**config.mk**
```make
export PLATFORM = sky130hd
export DESIGN_NAME = ad9361_rx_deframer_flat
export DESIGN_NICKNAME = d
export VERILOG_FILES = /design/src/rtl/ad9361_rx_pkg.sv /design/src/rtl/ad9361_rx_deframer_if.sv /design/src/rtl/ad9361_rx_lane.sv /design/src/rtl/ad9361_rx_deframer.sv /design/src/flat_wrapper.sv
export SDC_FILE = /design/constraint.sdc
export NUM_CORES = 1
export LEC_CHECK = 0
export ABC_AREA = 1
export CAP_MARGIN = 20
export CELL_PAD_IN_SITES_DETAIL_PLACEMENT = 1
export CELL_PAD_IN_SITES_GLOBAL_PLACEMENT = 2
export CORE_ASPECT_RATIO = 1.1
export CORE_UTILIZATION = 30
export DETAILED_ROUTE_END_ITERATION = 12
export PLACE_DENSITY_LB_ADDON = 0.1
export SYNTH_ARGS = -nofsm -noshare
export SYNTH_HDL_FRONTEND = slang
export SYNTH_HIERARCHICAL = 1
export SYNTH_SLANG_ARGS = --single-unit
```
**constraint.sdc**
```tcl
create_clock -name ad9361_dclk -period 2.2 [get_ports ad9361_dclk]
set_input_delay 0.33 -clock ad9361_dclk [delete_from_list [all_inputs] [get_ports ad9361_dclk]]
set_output_delay 0.33 -clock ad9361_dclk [all_outputs]
set_load 0.02 [all_outputs]
```
**src/rtl/ad9361_rx_pkg.sv**
```systemverilog
// rtl/ad9361_rx_pkg.sv - shared state enum and AD9361 data-bus field positions for the RX deframer
package ad9361_rx_pkg;

  typedef enum logic [1:0] {
    UNLOCKED = 2'd0,
    LOCKING  = 2'd1,
    LOCKED   = 2'd2
  } rx_state_e;

  localparam int HALF_W    = 6;
  localparam int DIN_W     = 14;
  localparam int FRAME_BIT = 13;
  localparam int I_HI      = 12;
  localparam int I_LO      = 7;
  localparam int Q_HI      = 5;
  localparam int Q_LO      = 0;

endpackage

```
**src/rtl/ad9361_rx_deframer_if.sv**
```systemverilog
// rtl/ad9361_rx_deframer_if.sv - assembled I/Q sample bus leaving the deframer
interface ad9361_rx_deframer_if #(
  parameter int NUM_CH = 1,
  parameter int OUT_W  = 16
);

  logic [NUM_CH*OUT_W-1:0] rx_i;
  logic [NUM_CH*OUT_W-1:0] rx_q;
  logic                    rx_valid;

  modport master (output rx_i, output rx_q, output rx_valid);
  modport slave  (input  rx_i, input  rx_q, input  rx_valid);

endinterface

```
**src/rtl/ad9361_rx_lane.sv**
```systemverilog
// rtl/ad9361_rx_lane.sv - one channel's I/Q half-word capture, sample assembly and width extension
module ad9361_rx_lane
  import ad9361_rx_pkg::*;
#(
  parameter int SAMPLE_W = 12,
  parameter int OUT_W    = 16,
  parameter int SIGN_EXT = 1
) (
  input  logic              ad9361_dclk,
  input  logic              sys_nrst,
  input  logic [HALF_W-1:0] i_half,
  input  logic [HALF_W-1:0] q_half,
  input  logic              msb_we,
  input  logic              lsb_we,
  input  logic              out_we,
  output logic [OUT_W-1:0]  rx_i,
  output logic [OUT_W-1:0]  rx_q
);

  logic [HALF_W-1:0]   i_msb;
  logic [HALF_W-1:0]   i_lsb;
  logic [HALF_W-1:0]   q_msb;
  logic [HALF_W-1:0]   q_lsb;
  logic [SAMPLE_W-1:0] i_smp;
  logic [SAMPLE_W-1:0] q_smp;

  function automatic logic [OUT_W-1:0] extend(input logic [SAMPLE_W-1:0] s);
    logic [OUT_W-1:0] r;
    r = {OUT_W{(SIGN_EXT != 0) & s[SAMPLE_W-1]}};
    r[SAMPLE_W-1:0] = s;
    return r;
  endfunction

  // The last channel's LSB arrives on the same beat the output is written, so bypass its register.
  assign i_smp = {i_msb, lsb_we ? i_half : i_lsb};
  assign q_smp = {q_msb, lsb_we ? q_half : q_lsb};

  always_ff @(posedge ad9361_dclk or negedge sys_nrst) begin
    if (!sys_nrst) begin
      i_msb <= '0;
      i_lsb <= '0;
      q_msb <= '0;
      q_lsb <= '0;
      rx_i  <= '0;
      rx_q  <= '0;
    end else begin
      if (msb_we) begin
        i_msb <= i_half;
        q_msb <= q_half;
      end
      if (lsb_we) begin
        i_lsb <= i_half;
        q_lsb <= q_half;
      end
      if (out_we) begin
        rx_i <= extend(i_smp);
        rx_q <= extend(q_smp);
      end
    end
  end

endmodule

```
**src/rtl/ad9361_rx_deframer.sv**
```systemverilog
// rtl/ad9361_rx_deframer.sv - AD9361 RX frame alignment, lock tracking and sample output
// Define AD9361_RX_FRAME_ERR_EN to enable the frame_err strobe and frame_err_cnt counter.
module ad9361_rx_deframer
  import ad9361_rx_pkg::*;
#(
  parameter int NUM_CH      = 1,
  parameter int SAMPLE_W    = 12,
  parameter int OUT_W       = 16,
  parameter int SIGN_EXT    = 1,
  parameter int LOCK_FRAMES = 4
) (
  input  logic                 ad9361_dclk,
  input  logic                 sys_nrst,
  input  logic [DIN_W-1:0]     ad9361_din,
  ad9361_rx_deframer_if.master rx,
  output logic                 locked,
  output logic                 frame_err,
  output logic [15:0]          frame_err_cnt
);

  localparam int BEATS  = 2 * NUM_CH;
  localparam int CNT_W  = $clog2(BEATS);
  localparam int LAST   = BEATS - 1;
  localparam int GOOD_W = $clog2(LOCK_FRAMES + 1);

  rx_state_e               state;
  rx_state_e               state_nxt;
  logic [GOOD_W-1:0]       good;
  logic [GOOD_W-1:0]       good_nxt;
  logic [CNT_W-1:0]        cnt;
  logic [CNT_W-1:0]        cnt_nxt;
  logic [CNT_W-1:0]        beat_idx;
  logic                    frame_bit;
  logic                    frame_d;
  logic                    rise;
  logic                    exp_frame;
  logic                    mismatch;
  logic                    frame_done;
  logic                    out_we;
  logic                    err_evt;
  logic [NUM_CH*OUT_W-1:0] rx_i_w;
  logic [NUM_CH*OUT_W-1:0] rx_q_w;
  logic                    unused_din6;

  assign unused_din6 = ad9361_din[6];
  assign frame_bit   = ad9361_din[FRAME_BIT];
  assign rise        = frame_bit & ~frame_d;
  assign beat_idx    = rise ? '0 : cnt;
  // Mismatch is judged against the free-running count so an early FRAME rise is caught, not absorbed.
  assign exp_frame   = (int'(cnt) < NUM_CH);
  assign mismatch    = (state != UNLOCKED) && (frame_bit != exp_frame);
  assign frame_done  = (cnt == CNT_W'(LAST));
  assign cnt_nxt     = rise ? CNT_W'(1) : (frame_done ? '0 : cnt + CNT_W'(1));
  assign locked      = (state == LOCKED);

  always_comb begin
    state_nxt = state;
    good_nxt  = good;
    out_we    = 1'b0;
    err_evt   = 1'b0;
    unique case (state)
      UNLOCKED: begin
        if (rise) begin
          state_nxt = LOCKING;
          good_nxt  = '0;
        end
      end
      LOCKING: begin
        if (mismatch) begin
          state_nxt = UNLOCKED;
        end else if (frame_done) begin
          good_nxt = good + GOOD_W'(1);
          if (int'(good) + 1 >= LOCK_FRAMES) begin
            state_nxt = LOCKED;
          end
        end
      end
      LOCKED: begin
        if (mismatch) begin
          state_nxt = UNLOCKED;
          err_evt   = 1'b1;
        end else if (frame_done) begin
          out_we = 1'b1;
        end
      end
      default: state_nxt = UNLOCKED;
    endcase
  end

  always_ff @(posedge ad9361_dclk or negedge sys_nrst) begin
    if (!sys_nrst) begin
      state       <= UNLOCKED;
      good        <= '0;
      cnt         <= '0;
      frame_d     <= 1'b0;
      rx.rx_valid <= 1'b0;
    end else begin
      state       <= state_nxt;
      good        <= good_nxt;
      cnt         <= cnt_nxt;
      frame_d     <= frame_bit;
      rx.rx_valid <= out_we;
    end
  end

  // Channel c owns beats 2c (MSB) and 2c+1 (LSB) of each frame.
  for (genvar c = 0; c < NUM_CH; c++) begin : g_lane
    ad9361_rx_lane #(
      .SAMPLE_W (SAMPLE_W),
      .OUT_W    (OUT_W),
      .SIGN_EXT (SIGN_EXT)
    ) u_lane (
      .ad9361_dclk (ad9361_dclk),
      .sys_nrst    (sys_nrst),
      .i_half      (ad9361_din[I_HI:I_LO]),
      .q_half      (ad9361_din[Q_HI:Q_LO]),
      .msb_we      (beat_idx == CNT_W'(2 * c)),
      .lsb_we      (beat_idx == CNT_W'(2 * c + 1)),
      .out_we      (out_we),
      .rx_i        (rx_i_w[c*OUT_W +: OUT_W]),
      .rx_q        (rx_q_w[c*OUT_W +: OUT_W])
    );
  end

  assign rx.rx_i = rx_i_w;
  assign rx.rx_q = rx_q_w;

`ifdef AD9361_RX_FRAME_ERR_EN
  logic        err_q;
  logic [15:0] err_cnt_q;

  always_ff @(posedge ad9361_dclk or negedge sys_nrst) begin
    if (!sys_nrst) begin
      err_q     <= 1'b0;
      err_cnt_q <= '0;
    end else begin
      err_q <= err_evt;
      if (err_evt && (err_cnt_q != 16'hFFFF)) begin
        err_cnt_q <= err_cnt_q + 16'd1;
      end
    end
  end

  assign frame_err     = err_q;
  assign frame_err_cnt = err_cnt_q;
`else
  logic unused_err_evt;

  assign unused_err_evt = err_evt;
  assign frame_err      = 1'b0;
  assign frame_err_cnt  = '0;
`endif

endmodule

```
**src/flat_wrapper.sv**
```systemverilog
// flat-port wrapper written by rule: the top's interface ports become plain ports
module ad9361_rx_deframer_flat import ad9361_rx_pkg::*;
#(
  parameter int NUM_CH      = 1,
  parameter int SAMPLE_W    = 12,
  parameter int OUT_W       = 16,
  parameter int SIGN_EXT    = 1,
  parameter int LOCK_FRAMES = 4
)
  (ad9361_dclk, sys_nrst, ad9361_din, locked, frame_err, frame_err_cnt, rx_rx_i, rx_rx_q, rx_rx_valid);
  ad9361_rx_deframer_if #(.NUM_CH(NUM_CH), .OUT_W(OUT_W)) rx_i ();
  input  logic ad9361_dclk;
  input  logic sys_nrst;
  input  logic [DIN_W-1:0] ad9361_din;
  output logic locked;
  output logic frame_err;
  output logic [15:0] frame_err_cnt;
  output wire logic [$bits(rx_i.rx_i)-1:0] rx_rx_i;
  output wire logic [$bits(rx_i.rx_q)-1:0] rx_rx_q;
  output wire logic [$bits(rx_i.rx_valid)-1:0] rx_rx_valid;
  assign rx_rx_i = rx_i.rx_i;
  assign rx_rx_q = rx_i.rx_q;
  assign rx_rx_valid = rx_i.rx_valid;
  ad9361_rx_deframer #(.NUM_CH(NUM_CH), .SAMPLE_W(SAMPLE_W), .OUT_W(OUT_W), .SIGN_EXT(SIGN_EXT), .LOCK_FRAMES(LOCK_FRAMES)) u_core (.ad9361_dclk(ad9361_dclk), .sys_nrst(sys_nrst), .ad9361_din(ad9361_din), .rx(rx_i), .locked(locked), .frame_err(frame_err), .frame_err_cnt(frame_err_cnt));
endmodule
```
# [After elaboration in Yosys (flattened, before gate mapping)]
# Index checks and enable logic that the tools add are counted.
[totals] ff_bits=56 latch_bits=0 mem_bits_rw=0 mem_bits_ro=0 in_bits=16 output_inout_bits=51 word_cells=51 mem_count=0
[op_classes] addsub=3 mul=0 div_mod_pow=0 order_cmp=2 n_eq_ne=9 shifts=0 mux=18 bitwise=2 n_reduce_logical=6
[op_table] op="$ge A32 B4 Y1 const B" n=1
[op_table] op="$mux W6" n=2
[op_table] op="$mux W2" n=5
[op_table] op="$mux W3" n=3
[op_table] op="$reduce_and A4 Y1" n=2
[op_table] op="$mux W1" n=6
[op_table] op="$ne A2 B1 Y1 const B" n=3
[op_table] op="$ne A3 B1 Y1 const B" n=2
[op_table] op="$pmux W2 S3" n=1
[op_table] op="$pmux W3 S2" n=1
[op_table] op="$add A3 B1 Y4 const B" n=1
[op_table] op="$reduce_bool A2 Y1" n=2
[op_table] op="$add A3 B1 Y3 const B" n=1
[op_table] op="$eq A2 B1 Y1 const B" n=1
[op_table] op="$eq A2 B2 Y1 const B" n=1
[op_table] op="$logic_not A2 Y1" n=1
[op_table] op="$ne A2 B2 Y1 const B" n=1
[op_table] op="$add A1 B1 Y1 const B" n=1
[op_table] op="$and A1 B1 Y1" n=1
[op_table] op="$logic_and A1 B1 Y1" n=1
[op_table] op="$lt A1 B1 Y1 const B" n=1
[op_table] op="$ne A1 B1 Y1" n=1
[op_table] op="$not A1 Y1" n=1

# [Depth between registers and ports, before layout]
# Gate-level depths: netlist of run 1.
[depth] depth_word=6 depth_mapped=9 depth_no_buf=9

# [By module]
# Netlist of run 1, hierarchy kept.
[modules_own_cells] mod="ad9361_rx_lane" n_inst=1 cells_per_inst=223 area_each_um2=2008.2 seq_area_each_um2=1201.2
[modules_own_cells] mod="ad9361_rx_deframer" n_inst=1 cells_per_inst=76 area_each_um2=570.5 seq_area_each_um2=200.2

# [Worst setup path before layout of run 1]
# OpenSTA, ideal clock, no wires.
[synth_timing] path_kind="register to register" start="register u_core.cnt" end="register u_core.g_lane[0].u_lane.q_msb[3]" setup_time_ns=0.121 t_arrival_ns=1.198 required_time_ns=2.079 path_slack_ns=0.881 stages_incl_launch_ff=7 period_less_slack_ns=1.319 path_cell_list="dfrtp_1 inv_1 nor2_1 inv_1 buf_4 nor2_1 a21oi_1"
[synth_via] elab_chain_cells=1
[synth_rtl] element="start, declared" line="ad9361_rx_deframer.sv:30" text="logic [CNT_W-1:0] cnt;"
[synth_rtl] element="start signal, assigned" line="ad9361_rx_deframer.sv:100" text="cnt <= cnt_nxt;"
[synth_rtl] element="$mux W1" line="ad9361_rx_deframer.sv:48" text="assign beat_idx = rise ? '0 : cnt;"
[synth_rtl] element="net u_core.beat_idx" line="ad9361_rx_deframer.sv:32" text="logic [CNT_W-1:0] beat_idx;"
[synth_rtl] element="end signal, assigned" line="ad9361_rx_lane.sv:49" text="q_msb <= q_half;"
[synth_rtl] element="end, declared" line="ad9361_rx_lane.sv:22" text="logic [HALF_W-1:0] q_msb;"
# The timed path passes the listed nets, and every way through them passes these cells.
# A chain may end at the register's enable or synchronous reset.

# [Final worst setup path of run 1]
[layout_timing] start="register u_core.state[0]" end="output port locked"
[layout_via] elab_chain_cells=1
[layout_rtl] element="start, declared" line="ad9361_rx_deframer.sv:26" text="rx_state_e state;"
[layout_rtl] element="start signal, assigned" line="ad9361_rx_deframer.sv:98" text="state <= state_nxt;"
[layout_rtl] element="$eq A2 B2 Y1" line="ad9361_rx_deframer.sv:54" text="assign locked = (state == LOCKED);"
[layout_rtl] element="end, declared" line="flat_wrapper.sv:15" text="output logic locked;"
# Every way passes these cells.

==> impl_metrics.toml, run 1 <==
[power_and_ir_drop]
p_clk_share_pct = 18.9
power_density_nw_per_um2 = 1160
switchingPower_mw = 1.32
ir_drop_uv = 368
seqPwrFrac_pct = 41.1
netSwitchingFraction_pct = 36.2
p_int_mw = 2.32
p_comb_share_pct = 40.0
p_leak_nw = 1.59

[global_routing]
overflow = 0
grt_pass1_vias = 1990
grt-busiest-layer = "met2"
antenna_found_initial = 0
met1_usage_pct = 16.9
gr-usage-met2_pct = 24.0
grt_max_degree = 37
track_usage_pct = 13.8
grt_pass1_wl_um = 9620
grt_use_met3_pct = 2.98

[clock_tree]
clkTransAtPathRegs_ps = 100
htreeDepth = 2
clockBufferDepth = 2
cts_root_buffer = "clkbuf_8"
numCtsBuffers = 5
cts_tree = "done"
clk_latency_ps = 310
cts_sinks = 56
post-cts-setup-buffer-count = 0

[sta]
hold_viol = 0
tightest_slew_ps = 747
period_minus_slack_ps = 1900
slew_viol_final = 0
rsz0062_at_grt = "no"
finalCritPeriodShare_pct = 86.5
tns_ps = 0
fmax_mhz = 526
setup_viol = 0
max_slew_margin_pct = 50.1
holdWs_ps = 485
clock_skew_ps = 8.18

[critical_path]
critPathKind = "reg2out"
r2r_start = "u_core/frame_d"
crit_fanout = 4
arrival_ps = 1570
crit_family = "buffers and inverters"
crit_path_end = "locked"
path_depth = 4
path_cells = "inv_2 -> nand2_1 -> inv_1 -> clkdlybuf4s50_1"
startpoint_type = "register"
regToRegSetupSlack_ps = 680
startpoint = "u_core/state[0]"
cp.buffers_inverters = 3
r2r_end = "u_core/g_lane[0].u_lane/i_msb[0]"
end_kind = "primary output"
max_stage_delay_ps = 590
worstPathRequired_ps = 1870
slowest_stage = "clkdlybuf4s50_1"
reg2regPathDepth = 6

[route]
drc = 0
drt_iter0_drc = 86
drt-total-wl_um = 5430
drt-wirelength-per-cell_um = 12.0
firstDrtPassIters = 4
drtAntennaViolNets = 0
via_per_inst = 4.09
vias = 1847

[cells_and_area]
area_growth_syn_to_layout_pct = 21.6
ff_latch_area_um2 = 1400
final_nets = 357
nFillCells = 997
multi_input_area_um2 = 798
final_core_util_pct = 37.5
drive_gt1_share_pct = 6.74
diodes = 0
fin_cells = 452

[synth]
synth.most_common_cell = "nand2_1"
synth_area_leaders = "dfrtp_1 54%, nand2_1 14%, buf_4 8.4%"
async_flop_share_pct = 100
yosys.area.top_type = "dfrtp_1"
synth_warnings = 6
synth.avg_cell_area_um2 = 8.62
synth-edff-count = 0
yosysSeqAreaShare_pct = 54.3
netlist.area_leader.share_pct = 54.3
syn_area_um2 = 2580
synth_common_cells = "94 x nand2_1, 56 x dfrtp_1, 40 x inv_1"
synth.distinct_cells = 19
synth_seq_cells = 56
synth_cells = 299
synthFlopType = "dfrtp_1"

[die]
die_x_um = 90.4
dieHeight_um = 99.2
ios = 67
core.rowCount = 35
start_util_pct = 30.8
die_area_um2 = 8970
coreArea_um2 = 8360

[worst_hold_path]
min_path_cells = 2
min_path_type = "reg2reg"

[flow_run]
cap_violations = 0

[placed_design]
place.gp.congestion = 0.704
io_buffers = 48
placed_cells = 443
post-dp-hpwl_um = 3620

[status]
status = "finished, final reports clean"
layout make-up:
| type | count | area share (%) |
|---|---|---|
| timing repair buffer | 52 | 16.6 |
| multi-input combinational | 181 | 25.5 |
| clock inverter | 2 | 1.24 |
| clock buffer | 6 | 2.31 |
| sequential | 56 | 44.7 |
| tap | 111 | 4.43 |
| inverter | 44 | 5.27 |
cells in the final DEF, fill, tap and decap left out:
cell             instances
a21oi_1                  6
a21oi_2                  2
and2_1                  12
buf_12                   1
buf_2                    1
buf_4                    2
bufinv_16                1
clkbuf_1                 1
clkbuf_8                 5
clkdlybuf4s50_1         47
conb_1                  17
dfrtp_1                 56
dlygate4sd3_1            1
ha_1                     1
inv_1                   40
inv_2                    4
inv_6                    1
nand2_1                 94
nand2_2                  3
nand3_1                 16
nand3_2                  1
nor2_1                  12
nor2_2                   1
nor2_4                   1
o21ai_0                  8
o21ai_1                  7
per-stage QoR:
| stage | total power [mW] | instance area (µm²) | setup slack (ps) |
|---|---|---|---|
| global route | 3.92 | 3140 | 179 |
| floorplan | 2.43 | 2640 | 881 |
| global placement | 2.98 | 3010 | 195 |
| CTS | 3.72 | 3140 | 258 |
| finish | 3.64 | 3140 | 298 |
| detailed placement | 3.00 | 3010 | 125 |
layer usage:
layer  routed length (µm)  up-vias
met2                 2610       41
met4                   69        0
met3                  185        4
li1                     -      929
met5                    0        -
met1                 2570      873
worst min-delay path: cells and delay by family (launching register included):
family	cells	cell delay, ps
DFF	1	360
and+or+nand+nor	2	90
registers in the layout, indices dropped and copies added, names as in the netlist:
register / flops
u_core/g_lane.u_lane/rx_i: 12
u_core/g_lane.u_lane/rx_q: 12
u_core/g_lane.u_lane/i_lsb: 6
u_core/g_lane.u_lane/i_msb: 6
u_core/g_lane.u_lane/q_lsb: 6
u_core/g_lane.u_lane/q_msb: 6
u_core/good: 3
u_core/state: 2
u_core/cnt: 1
u_core/frame_d: 1
u_core/rx.rx_valid: 1
power by group through the flow:
stage	Clock (mW)	Combinational, mW	Sequential, mW
floorplan	0	0.694	1.73
global placement	0	1.46	1.51
detailed placement	0	1.48	1.52
CTS	0.728	1.49	1.51
global route	0.759	1.61	1.54
finish	0.687	1.46	1.50
how the worst min path moves through the flow:
stage,startpoint,to,slack (ps)
detailed placement,sys_nrst,u_core/state[0],340
floorplan,sys_nrst,u_core/cnt,30
global placement,sys_nrst,u_core/state[1],350
finish,u_core/g_lane[0].u_lane/rx_q[7],u_core/g_lane[0].u_lane/rx_q[7],490
CTS,u_core/g_lane[0].u_lane/rx_q[7],u_core/g_lane[0].u_lane/rx_q[7],490
global route,u_core/g_lane[0].u_lane/q_msb[0],u_core/g_lane[0].u_lane/rx_q[6],520
kinds of logic (layout without fill, tap and decap cells):
group	after synthesis	in the layout	share of synthesized area, %
AND/OR/NAND/NOR	140	140	23.2
buffers and inverters	78	104	17.0
flip-flops	56	56	54.3
AO/OA/AOI/OAI	23	23	4.76
adder cells (fa/ha/maj)	1	1	0.485
other	1	17	0.145
timing repair:
action,4_1_cts,5_1_grt
resized for setup,0,0
hold buffers,1,0
endpoints found under the hold margin,20,0
(Power assumes the default switching activity.)
==> run 2, diff against run 1 <==
--- a/config.mk
+++ b/config.mk
@@ -10,10 +10,12 @@
 export CELL_PAD_IN_SITES_DETAIL_PLACEMENT = 1
 export CELL_PAD_IN_SITES_GLOBAL_PLACEMENT = 2
 export CORE_ASPECT_RATIO = 1.1
-export CORE_UTILIZATION = 30
+export CORE_UTILIZATION = 35
 export DETAILED_ROUTE_END_ITERATION = 12
+export DONT_BUFFER_PORTS = 1
 export PLACE_DENSITY_LB_ADDON = 0.1
 export SYNTH_ARGS = -nofsm -noshare
 export SYNTH_HDL_FRONTEND = slang
 export SYNTH_HIERARCHICAL = 1
 export SYNTH_SLANG_ARGS = --single-unit
+export TNS_END_PERCENT = 5
==> impl_metrics.toml, run 2 (synthesis results as in run 1) <==
[status]
status = "complete, but fails checks"
violations = "design-rule violations"

[critical_path]
crit_path_end = "u_core/g_lane[0].u_lane/i_msb[5]"
critPathKind = "reg2reg"
reg2regPathDepth = 6
end_kind = "register"
startpoint_type = "register"
r2r_end = "u_core/g_lane[0].u_lane/i_msb[5]"
regToRegSetupSlack_ps = 680
arrival_ps = 1670
r2r_start = "u_core/frame_d"
startpoint = "u_core/frame_d"
crit_fanout = 25
worstPathRequired_ps = 2350

[sta]
max_slew_margin_pct = 49.4
holdWs_ps = 49.4
rsz0062_at_grt = "no"
slew_viol_final = 0
period_minus_slack_ps = 1520
finalCritPeriodShare_pct = 69.0
tns_ps = 0
hold_viol = 0
setup_viol = 0
clock_skew_ps = 8.33
tightest_slew_ps = 758
fmax_mhz = 658

[cells_and_area]
reg_top3 = "u_core/g_lane.u_lane/rx_i: 12 flops, u_core/g_lane.u_lane/rx_q: 12 flops"
diodes = 0
final_nets = 311
area_growth_syn_to_layout_pct = 2.18
fin_area_um2 = 2640
final_core_util_pct = 37.2
drive_gt1_share_pct = 8.47
final_common_cell = "nand2_1"
final_cell_mix = "94 x nand2_1, 56 x dfrtp_1, 40 x inv_1, 17 x conb_1, 16 x nand3_1"

[global_routing]
overflow = 0
grt_max_degree = 57
track_usage_pct = 14.2
grt_pass1_vias = 1758
grt_pass1_wl_um = 8560
antenna_found_initial = 0

[power_and_ir_drop]
seqPwrFrac_pct = 56.4
netSwitchingFraction_pct = 40.6
power_density_nw_per_um2 = 1150
p_int_mw = 1.81
power.total_mw = 3.04
switchingPower_mw = 1.23
p_leak_nw = 1.41
p_comb_share_pct = 24.3
p_clk_share_pct = 19.3
ir_drop_uv = 300

[worst_hold_path]
min_path_type = "in2reg"

[clock_tree]
hold_buffers = 2
clockBufferDepth = 2
htreeDepth = 2
numCtsBuffers = 5
clkTransAtPathRegs_ps = 100
cts_root_buffer = "clkbuf_8"
post-cts-setup-buffer-count = 0
clk_latency_ps = 310
cts_tree = "done"
cts_sinks = 56
ctsResizeCount = 0

[placed_design]
post-dp-hpwl_um = 3200
placed_area_um2 = 2500
place.gp.congestion = 0.681
io_buffers = 0

[die]
dieHeight_um = 92.0
die_area_um2 = 7720
ios = 67
start_util_pct = 36.4
core.rowCount = 32
coreArea_um2 = 7090
die_x_um = 83.8

[route]
drtAntennaViolNets = 0
vias = 1684
firstDrtPassIters = 8
via_per_inst = 4.43
drt-wirelength-per-cell_um = 13.0
drt_iter0_drc = 64
drc = 10
drt-total-wl_um = 4940

[flow_run]
cap_violations = 0
[run 2: cell count changes in the layout (fill, tap and decap cells not counted), sizes merged]
cell           before  now
buf                 4    5
bufinv              1    0
clkbuf              6    7
clkdlybuf4s50      47    0
clkinvlp            0    1
inv                45   44
[run 2: through the flow]
stage	instances	worst slack (ps)
2_1_floorplan	315	881
3_3_place_gp	370	671
3_5_place_dp	370	616
4_1_cts	380	611
5_1_grt	380	444
6_report	380	681
[run 2: routing by layer]
metal  GRT usage [%]  wire length [µm]
met1            17.6              2290
met2            24.4              2370
met3            3.60               224
met4            4.31                46
met5               0                 0
[run 2: worst min path at each step]
| stage | startpoint | endpoint | slack, ps | cells past startpoint |
|---|---|---|---|---|
| 6_report | ad9361_din[13] | u_core/frame_d | 50 | 0 |
| 5_1_grt | ad9361_din[13] | u_core/frame_d | 30 | 0 |
| 4_1_cts | ad9361_din[13] | u_core/frame_d | 40 | 0 |
| 3_5_place_dp | sys_nrst | u_core/state[0] | 40 | 0 |
| 3_3_place_gp | sys_nrst | u_core/state[0] | 40 | 0 |
| 2_1_floorplan | sys_nrst | u_core/cnt | 30 | 0 |
[run 2: worst max-delay path: stages, from the launching register on]
cell,delay [ps]
dfrtp_1,370
inv_1,50
nand2_1,60
inv_1,70
nor2_1,50
inv_1,550
o21ai_0,220
[run 2: final cells by class]
class | instances | area [µm²]
clock buffers | 7 | 86.3
inverters | 44 | 165
clock inverters | 1 | 7.51
well taps | 85 | 106
fillers | 880 | 4450
repair buffers | 6 | 67.6
multi-input cells | 181 | 801
flip-flops and latches | 56 | 1400
[run 2: power groups by stage]
stage / registers [mW] / logic [mW] / clock network [mW]
after floorplan: 1.73 / 0.694 / 0
after global placement: 1.74 / 0.709 / 0
after detailed placement: 1.75 / 0.724 / 0
after CTS: 1.73 / 0.758 / 0.621
after global routing: 1.76 / 0.867 / 0.647
final: 1.72 / 0.739 / 0.588
==> run 3, diff against run 2 <==
--- a/config.mk
+++ b/config.mk
@@ -10,7 +10,7 @@
 export CELL_PAD_IN_SITES_DETAIL_PLACEMENT = 1
 export CELL_PAD_IN_SITES_GLOBAL_PLACEMENT = 2
 export CORE_ASPECT_RATIO = 1.1
-export CORE_UTILIZATION = 35
+export CORE_UTILIZATION = 33
 export DETAILED_ROUTE_END_ITERATION = 12
 export DONT_BUFFER_PORTS = 1
 export PLACE_DENSITY_LB_ADDON = 0.1
==> constraint.sdc (replaced) <==
create_clock -name ad9361_dclk -period 1.3 [get_ports ad9361_dclk]
set_input_delay 0.195 -clock ad9361_dclk [delete_from_list [all_inputs] [get_ports ad9361_dclk]]
set_output_delay 0.195 -clock ad9361_dclk [all_outputs]
set_load 0.02 [all_outputs]
==> impl_metrics.toml, run 3 (synthesis results as in run 1) <==
[cells_and_area]
fin_area_um2 = 2870
reg_top3 = "u_core/g_lane.u_lane/rx_i: 12 flops, u_core/g_lane.u_lane/rx_q: 12 flops"
final_core_util_pct = 38.2
diodes = 0
drive_gt1_share_pct = 14.4
multi_input_area_um2 = 833
final_common_cell = "nand2_1"
final_cell_mix = "92 x nand2_1, 56 x dfrtp_1, 37 x inv_1, 17 x conb_1, 15 x nand3_1"
nFillCells = 906
fin_cells = 417
area_growth_syn_to_layout_pct = 11.3
ff_latch_area_um2 = 1400
final_nets = 328

[critical_path]
reg2regPathDepth = 9
crit_family = "flip-flops"
path_cells = "ha_1 -> inv_1 -> nand2_1 -> nand2_1 -> nor2_2 -> nand2_1 -> nand2_1 -> nand2_1 -> nand2_1"
arrival_ps = 1420
regToRegSetupSlack_ps = 70
startpoint_type = "register"
startpoint = "u_core/good[0]"
path_depth = 9
crit_path_end = "u_core/state[0]"
end_kind = "register"
crit_fanout = 4
crit_top_cell = "nand2_1"
cp.buffers_inverters = 1
worstPathRequired_ps = 1500
max_stage_delay_ps = 430
critPathKind = "reg2reg"
r2r_start = "u_core/good[0]"
slowest_stage = "dfrtp_1"
r2r_end = "u_core/state[0]"

[global_routing]
grt_max_degree = 57
grt_pass1_vias = 1799
overflow = 0
track_usage_pct = 14.4
antenna_found_initial = 0
grt_pass1_wl_um = 8840

[power_and_ir_drop]
netSwitchingFraction_pct = 40.1
p_leak_nw = 1.50
switchingPower_mw = 2.14
p_comb_share_pct = 26.6
power.total_mw = 5.33
p_int_mw = 3.19
p_clk_share_pct = 19.0
power_density_nw_per_um2 = 1860
ir_drop_uv = 679
seqPwrFrac_pct = 54.3

[clock_tree]
numCtsBuffers = 5
cts_root_buffer = "clkbuf_8"
clk_latency_ps = 310
cts_tree = "done"
clockBufferDepth = 2
hold_buffers = 7
cts_sinks = 56
htreeDepth = 2
clkTransAtPathRegs_ps = 100

[route]
drtAntennaViolNets = 0
vias = 1759
via_per_inst = 4.22
drt_iter0_drc = 46
firstDrtPassIters = 4
drt-total-wl_um = 5290
drt-wirelength-per-cell_um = 12.7
drc = 0

[placed_design]
placed_area_um2 = 2640
post-dp-hpwl_um = 3500
pre_cts_slack_ps = -88.0
placed_cells = 402
place.gp.congestion = 0.687
io_buffers = 0

[die]
coreArea_um2 = 7510
die_x_um = 86.3
dieHeight_um = 94.7
ios = 67
die_area_um2 = 8170
core.rowCount = 33
start_util_pct = 34.3

[worst_hold_path]
min_path_type = "in2async"

[sta]
slew_viol_final = 0
fmax_mhz = 816
hold_viol = 56
rsz0062_at_grt = "yes"
finalCritPeriodShare_pct = 94.3
period_minus_slack_ps = 1230
tns_ps = 0
setup_slack_ps = 74.3
setup_viol = 0
holdWs_ps = -433
clock_skew_ps = 4.76

[status]
status = "complete, but fails checks"
violations = "negative hold slack"

[flow_run]
cap_violations = 0
run 3: changes by cell type in the layout (fill, tap and decap cells not counted), sizes merged:
| cell | previous run | this run |
|---|---|---|
| buf | 5 | 16 |
| dlygate4sd3 | 1 | 7 |
run 3: worst min-delay path by stage:
stage	start	cells past startpoint	endpoint
floorplan	sys_nrst	0	u_core/cnt
global placement	sys_nrst	0	u_core/state[0]
detailed placement	sys_nrst	0	u_core/state[0]
CTS	sys_nrst	0	u_core/g_lane[0].u_lane/rx_i[7]
global route	sys_nrst	0	u_core/g_lane[0].u_lane/rx_i[7]
finish	sys_nrst	0	u_core/g_lane[0].u_lane/rx_i[7]
run 3: worst register-to-register path, cell delays in order, from the launching register on:
cell     delay (ps)
dfrtp_1         430
ha_1            230
inv_1            50
nand2_1          40
nand2_1          80
nor2_2           40
nand2_1          80
nand2_1          60
nand2_1          50
nand2_1          60
run 3: area by class of cell:
class / count / area share [%]
Sequential cell: 56 / 48.8
Multi-Input combinational cell: 181 / 29.0
Timing Repair Buffer: 23 / 8.28
Inverter: 44 / 6.02
Tap cell: 105 / 4.58
Clock buffer: 7 / 3.01
Clock inverter: 1 / 0.262
run 3: power by group through the flow:
stage	Sequential (mW)	Combinational, mW	Clock [mW]
finish	2.90	1.42	1.01
global route	2.97	1.63	1.12
CTS	2.91	1.39	1.06
detailed placement	2.93	1.36	0
global placement	2.93	1.33	0
floorplan	2.93	1.18	0
run 3: repair_timing:
item                                    in CTS  in global routing
buffers inserted                             0                  0
pin swaps                                    0                  1
endpoints found under the hold margin       63                 56
gates resized for setup                      2                 19
endpoints found under the setup margin      25                 50
run 3: metal layers:
layer | up-vias | wire length [µm] | GRT usage, %
met5 | - | 0 | 0
met4 | 0 | 72 | 5.00
met3 | 6 | 267 | 3.76
met2 | 38 | 2510 | 23.7
met1 | 843 | 2450 | 18.2
li1 | 872 | - | -
